--- src/rtl/alu_arbiter_seq.sv ---
// Round-robin front end that shares one structural ALU between two requesters: it holds the
// operands for a fixed settle window, then captures the result and flags for the consumer.
module alu_arbiter_seq #(
  parameter int WIDTH         = 32,
  parameter int SETTLE_CYCLES = 4,
  parameter int CNT_W         = 4
) (
  input  logic             clk,
  input  logic             rst_n,
  input  logic             req0_valid,
  output logic             req0_ready,
  input  logic [2:0]       req0_cmd,
  input  logic [WIDTH-1:0] req0_a,
  input  logic [WIDTH-1:0] req0_b,
  input  logic             req1_valid,
  output logic             req1_ready,
  input  logic [2:0]       req1_cmd,
  input  logic [WIDTH-1:0] req1_a,
  input  logic [WIDTH-1:0] req1_b,
  output logic             rsp_valid,
  input  logic             rsp_ready,
  output logic             rsp_id,
  output logic [WIDTH-1:0] rsp_result,
  output logic             rsp_carryout,
  output logic             rsp_zero,
  output logic             rsp_overflow,
  output logic [WIDTH-1:0] alu_operandA,
  output logic [WIDTH-1:0] alu_operandB,
  output logic [2:0]       alu_command,
  input  logic [WIDTH-1:0] alu_result,
  input  logic             alu_carryout,
  input  logic             alu_zero,
  input  logic             alu_overflow,
  output logic             busy
);

  typedef enum logic [1:0] {
    S_IDLE   = 2'd0,
    S_SETTLE = 2'd1,
    S_RESP   = 2'd2
  } state_t;

  state_t             state_q, state_d;
  logic [CNT_W-1:0]   cnt_q, cnt_d;
  logic               last_grant_q, last_grant_d;
  logic [WIDTH-1:0]   alu_a_q, alu_a_d;
  logic [WIDTH-1:0]   alu_b_q, alu_b_d;
  logic [2:0]         alu_cmd_q, alu_cmd_d;
  logic               rsp_valid_q, rsp_valid_d;
  logic               rsp_id_q, rsp_id_d;
  logic [WIDTH-1:0]   rsp_result_q, rsp_result_d;
  logic               rsp_carry_q, rsp_carry_d;
  logic               rsp_zero_q, rsp_zero_d;
  logic               rsp_ovf_q, rsp_ovf_d;
  logic               busy_q, busy_d;

  logic               grant;
  logic               accept;

  always_ff @(posedge clk or negedge rst_n) begin
    if (!rst_n) begin
      state_q      <= S_IDLE;
      cnt_q        <= '0;
      last_grant_q <= 1'b1;
      alu_a_q      <= '0;
      alu_b_q      <= '0;
      alu_cmd_q    <= '0;
      rsp_valid_q  <= 1'b0;
      rsp_id_q     <= 1'b0;
      rsp_result_q <= '0;
      rsp_carry_q  <= 1'b0;
      rsp_zero_q   <= 1'b0;
      rsp_ovf_q    <= 1'b0;
      busy_q       <= 1'b0;
    end else begin
      state_q      <= state_d;
      cnt_q        <= cnt_d;
      last_grant_q <= last_grant_d;
      alu_a_q      <= alu_a_d;
      alu_b_q      <= alu_b_d;
      alu_cmd_q    <= alu_cmd_d;
      rsp_valid_q  <= rsp_valid_d;
      rsp_id_q     <= rsp_id_d;
      rsp_result_q <= rsp_result_d;
      rsp_carry_q  <= rsp_carry_d;
      rsp_zero_q   <= rsp_zero_d;
      rsp_ovf_q    <= rsp_ovf_d;
      busy_q       <= busy_d;
    end
  end

  always_comb begin
    state_d      = state_q;
    cnt_d        = cnt_q;
    last_grant_d = last_grant_q;
    alu_a_d      = alu_a_q;
    alu_b_d      = alu_b_q;
    alu_cmd_d    = alu_cmd_q;
    rsp_valid_d  = rsp_valid_q;
    rsp_id_d     = rsp_id_q;
    rsp_result_d = rsp_result_q;
    rsp_carry_d  = rsp_carry_q;
    rsp_zero_d   = rsp_zero_q;
    rsp_ovf_d    = rsp_ovf_q;
    case (state_q)
      S_IDLE: begin
        if (accept) begin
          alu_a_d      = grant ? req1_a : req0_a;
          alu_b_d      = grant ? req1_b : req0_b;
          alu_cmd_d    = grant ? req1_cmd : req0_cmd;
          rsp_id_d     = grant;
          last_grant_d = grant;
          cnt_d        = CNT_W'(SETTLE_CYCLES - 1);
          state_d      = S_SETTLE;
        end
      end
      S_SETTLE: begin
        // Operands stay frozen here so the ripple carry has the whole window to settle.
        if (cnt_q == '0) begin
          rsp_result_d = alu_result;
          rsp_carry_d  = alu_carryout;
          rsp_zero_d   = alu_zero;
          rsp_ovf_d    = alu_overflow;
          rsp_valid_d  = 1'b1;
          state_d      = S_RESP;
        end else begin
          cnt_d = cnt_q - CNT_W'(1);
        end
      end
      S_RESP: begin
        if (rsp_ready) begin
          rsp_valid_d = 1'b0;
          state_d     = S_IDLE;
        end
      end
      default: state_d = S_IDLE;
    endcase
    busy_d = (state_d != S_IDLE);
  end

  // Grant logic: a lone requester always wins; a tie goes to whoever did not win last.
  always_comb begin
    if (req0_valid && !req1_valid) begin
      grant = 1'b0;
    end else if (req1_valid && !req0_valid) begin
      grant = 1'b1;
    end else begin
      grant = ~last_grant_q;
    end
    req0_ready = rst_n && (state_q == S_IDLE) && req0_valid && !grant;
    req1_ready = rst_n && (state_q == S_IDLE) && req1_valid && grant;
    accept     = req0_ready || req1_ready;
  end

  assign rsp_valid    = rsp_valid_q;
  assign rsp_id       = rsp_id_q;
  assign rsp_result   = rsp_result_q;
  assign rsp_carryout = rsp_carry_q;
  assign rsp_zero     = rsp_zero_q;
  assign rsp_overflow = rsp_ovf_q;
  assign alu_operandA = alu_a_q;
  assign alu_operandB = alu_b_q;
  assign alu_command  = alu_cmd_q;
  assign busy         = busy_q;

endmodule
--- config.mk ---
export PLATFORM = sky130hd
export DESIGN_NAME = alu_arbiter_seq
export DESIGN_NICKNAME = d
export VERILOG_FILES = /design/src/rtl/alu_arbiter_seq.sv
export SDC_FILE = /design/constraint.sdc
export NUM_CORES = 1
export LEC_CHECK = 0
export BUFFER_PORTS_ARGS = -buffer_cell sky130_fd_sc_hd__buf_2
export CAP_MARGIN = 10
export CORE_AREA = 2 2 108 110
export CTS_CLUSTER_DIAMETER = 60
export DETAILED_ROUTE_END_ITERATION = 16
export DIE_AREA = 0 0 110 112
export PLACE_DENSITY = 0.79
export SYNTH_ARGS = -nofsm -noshare
export SYNTH_HDL_FRONTEND = slang
export SYNTH_SLANG_ARGS = --single-unit
--- constraint.sdc ---
create_clock -name clk -period 2.3 [get_ports clk]
set_input_delay 0.46 -clock clk [delete_from_list [all_inputs] [get_ports clk]]
set_output_delay 0.46 -clock clk [all_outputs]
set_load 0.02 [all_outputs]
==> flow_summary.yaml <==
worst_setup_path:
  r2r_setup_slack_ns: 0.46
  slowest_delay_ns: 0.57
  crit_fanout: 11
  worstSetupEndpointType: "output pin"
  cp_cell_sequence: "nor2b_1 > a21oi_4 > nor2_1 > buf_2"
  worst-path-buf-inv: 1
  critical-path-top-delay-family: "flip-flops"
  path_class: "flip-flop to output pin"
  worstPathRequired_ns: 1.84
  crit_path_top_delay_cell: "dfstp_2"
  cp-start-kind: "flip-flop"
  arrival_ns: 1.67
synthesis:
  syn_inst: 486
  syn_nets: 661
  yosys.area_share.simple: 0.132
  synthMuxAreaShare: 0.0819
  yosysSeqAreaShare: 0.583
  ys_types: 30
  synth_area_per_cell_um2: 9.90
  synth_top_family_by_area: "compound AO/OA/AOI/OAI gates"
  synth-seq-cells: 112
  synth-compound-area-share: 0.158
  yosys_warnings: 0
  synth-xor-area-share: 0
  netlist_area_mm2: 0.00481
  synthAdderAreaFrac: 0.00260
place:
  place_area_mm2: 0.00636
  dp_hpwl_mm: 10.3
  gp_congestion: 0.857
  io_buffers: 280
power:
  leakage_nw: 3.32
  power_density_mw_per_mm2: 1440
  p_clk_frac: 0.161
  power_mw: 9.61
  seq_power_share: 0.363
  p_sw_frac: 0.434
  power.internal_mw: 5.44
  vdd_drop_max_uv: 795
  combPwrFrac: 0.475
  switching_power_mw: 4.17
grt:
  antenna_found_initial: 1
  grt_pass1_vias: 4301
  grt_pass1_wl_mm: 21.2
  grtUsageTotal: 0.223
  grt_max_degree: 65
  overflow: 0
route:
  first_pass_iters: 4
  num_vias: 4504
  wl_per_cell_um: 15.5
  wirelength_mm: 14.0
  drc: 0
  drt.antenna.violating_nets: 0
  avgViaCountPerCell: 4.98
  drtIter0Drc: 292
clock_network:
  cts_buffers: 9
  htreeDepth: 3
  clk_latency_ns: 0.35
  post-cts-setup-buffers: 0
  cts.sink_count: 112
  postCtsHoldBufs: 0
  clkTransAtPathRegs_ns: 0.09
  cts_root_buf: "clkbuf_16"
  ctsLongestPathBuffers: 2
  cts_tree: "yes"
  cts_resized: 0
finish:
  n_fill_cell: 982
  mostFrequentLayoutCells: "buf_2 (279), a21oi_1 (137), dfrtp_1 (111)"
  area_growth_pct: 38.3
  final_area_mm2: 0.00665
  layout.nets: 930
  layout_commonest_cell: "buf_2"
  final_layout_size_suffix_gt1_frac: 0.459
sta:
  min_period_ns: 2.13
  period_share: 0.927
  finalSetupViolCount: 0
  rsz0062_at_grt: "false"
  timing.slew.headroom: 0.466
  final_max_slew_viol_count: 0
  final-hold-violation-count: 0
  clock.fmax_mhz: 469
  fin_tns_setup_ns: 0
  tightest_slew_ns: 0.801
  fin_worst_skew_ns: 0.0163
worst_hold_path:
  hold_class: "primary input to async pin"
floorplanning:
  core_mm2: 0.0112
  placementRows: 39
  design.die.area_mm2: 0.0123
  ioPinCount: 281
  die_x_um: 110
  initial_core_util: 0.430
  die_h_um: 112
run:
  drv_cap: 0
outcome:
  status: "completed"
## metal layers
metal,GRT usage,vias up,share of wire
met5,0,-,0
met4,0.0962,0,0.024
met3,0.0486,32,0.065
met2,0.379,174,0.51
met1,0.268,2115,0.40
li1,-,2183,-
## final timing paths
check / end / cells past startpoint / start
max in group asynchronous: alu_operandB[30] / 2 / rst_n
max reg2reg: rsp_result[14] / 6 / cnt_q[0]
min reg2reg: rsp_valid / 2 / rsp_valid
min in group clk: alu_operandB[6] / 3 / req0_b[6]
max: req0_ready / 4 / last_grant_q
min: alu_operandA[12] / 2 / rst_n
## worst register-to-register path, cell delays in order, from the launching register on
cell	delay, ns
dfrtp_1	0.41
inv_1	0.07
ha_1	0.17
nor3b_1	0.34
nand2b_1	0.10
buf_4	0.28
mux2_2	0.36
## cell families (layout without fill, tap and decap cells)
kind of cell	count (synthesis)	in the layout
AO/OA/AOI/OAI	147	147
other	0	1
adder cells (fa/ha/maj)	1	1
AND/OR/NAND/NOR	156	156
multiplexers	35	35
flip-flops	112	112
buffers and inverters	35	309
## metrics by stage
stage          hold slack [ns]   util  instances  worst slack (ns)
3_5_place_dp             0.471  0.569        887             0.375
5_1_grt                  0.285  0.595        904            0.0805
2_1_floorplan            0.164      -        486             0.580
4_1_cts                  0.261  0.595        903             0.160
6_report                 0.229  0.595        904             0.167
3_3_place_gp             0.456  0.569        887             0.481
## cell type report
class / count / area [um^2] / area share
tap: 143 / 179 / 0.0269
multi-input combinational: 339 / 1820 / 0.273
timing repair buffer: 291 / 1550 / 0.233
clock inverter: 7 / 70.1 / 0.0105
clock buffer: 9 / 225 / 0.0338
inverter: 2 / 7.51 / 0.00113
antenna: 1 / 2.50 / 0.000376
sequential: 112 / 2800 / 0.421
## power by group through the flow
| stage | clock network [mW] | registers [mW] | logic [mW] |
|---|---|---|---|
| after global routing | 1.66 | 3.60 | 4.96 |
| after global placement | 0 | 3.48 | 4.51 |
| final | 1.55 | 3.49 | 4.57 |
| after detailed placement | 0 | 3.51 | 4.62 |
| after floorplan | 0 | 4.65 | 1.78 |
| after CTS | 1.58 | 3.49 | 4.63 |
## sequential cells by signal, indices dropped and copies added (netlist names), 2 cells and up
name          cells
alu_operandA     32
alu_operandB     32
rsp_result       32
cnt_q             4
alu_command       3
state_q           2
## cell usage after synthesis
library cell  instances  share of area
a2bb2oi_1             1         0.0018
inv_1                 2         0.0016
buf_4                 3         0.0047
nand2_1              73          0.057
o31ai_1               1         0.0016
nor2b_1               2         0.0026
nor3b_4               1         0.0039
dfrtp_1             111           0.58
dfstp_2               1         0.0055
nand3b_1              1         0.0016
nor3_1                1         0.0010
o21ai_0               2         0.0021
o21a_1                1         0.0016
nor3b_1               1         0.0016
clkbuf_1              9         0.0070
o22ai_1               1         0.0013
a22o_1                1         0.0018
a21o_1                1         0.0016
buf_6                 6          0.014
nand2b_1              3         0.0039
o21ai_2               1         0.0018
or3b_2                1         0.0018
ha_1                  1         0.0026
or4_1                 1         0.0016
mux2_2               35          0.082
nand3_1               2         0.0021
a21oi_2               1         0.0018
buf_2                15          0.016
a21oi_1             137           0.14
nor2_1               70          0.055
(Power assumes the default switching activity.)
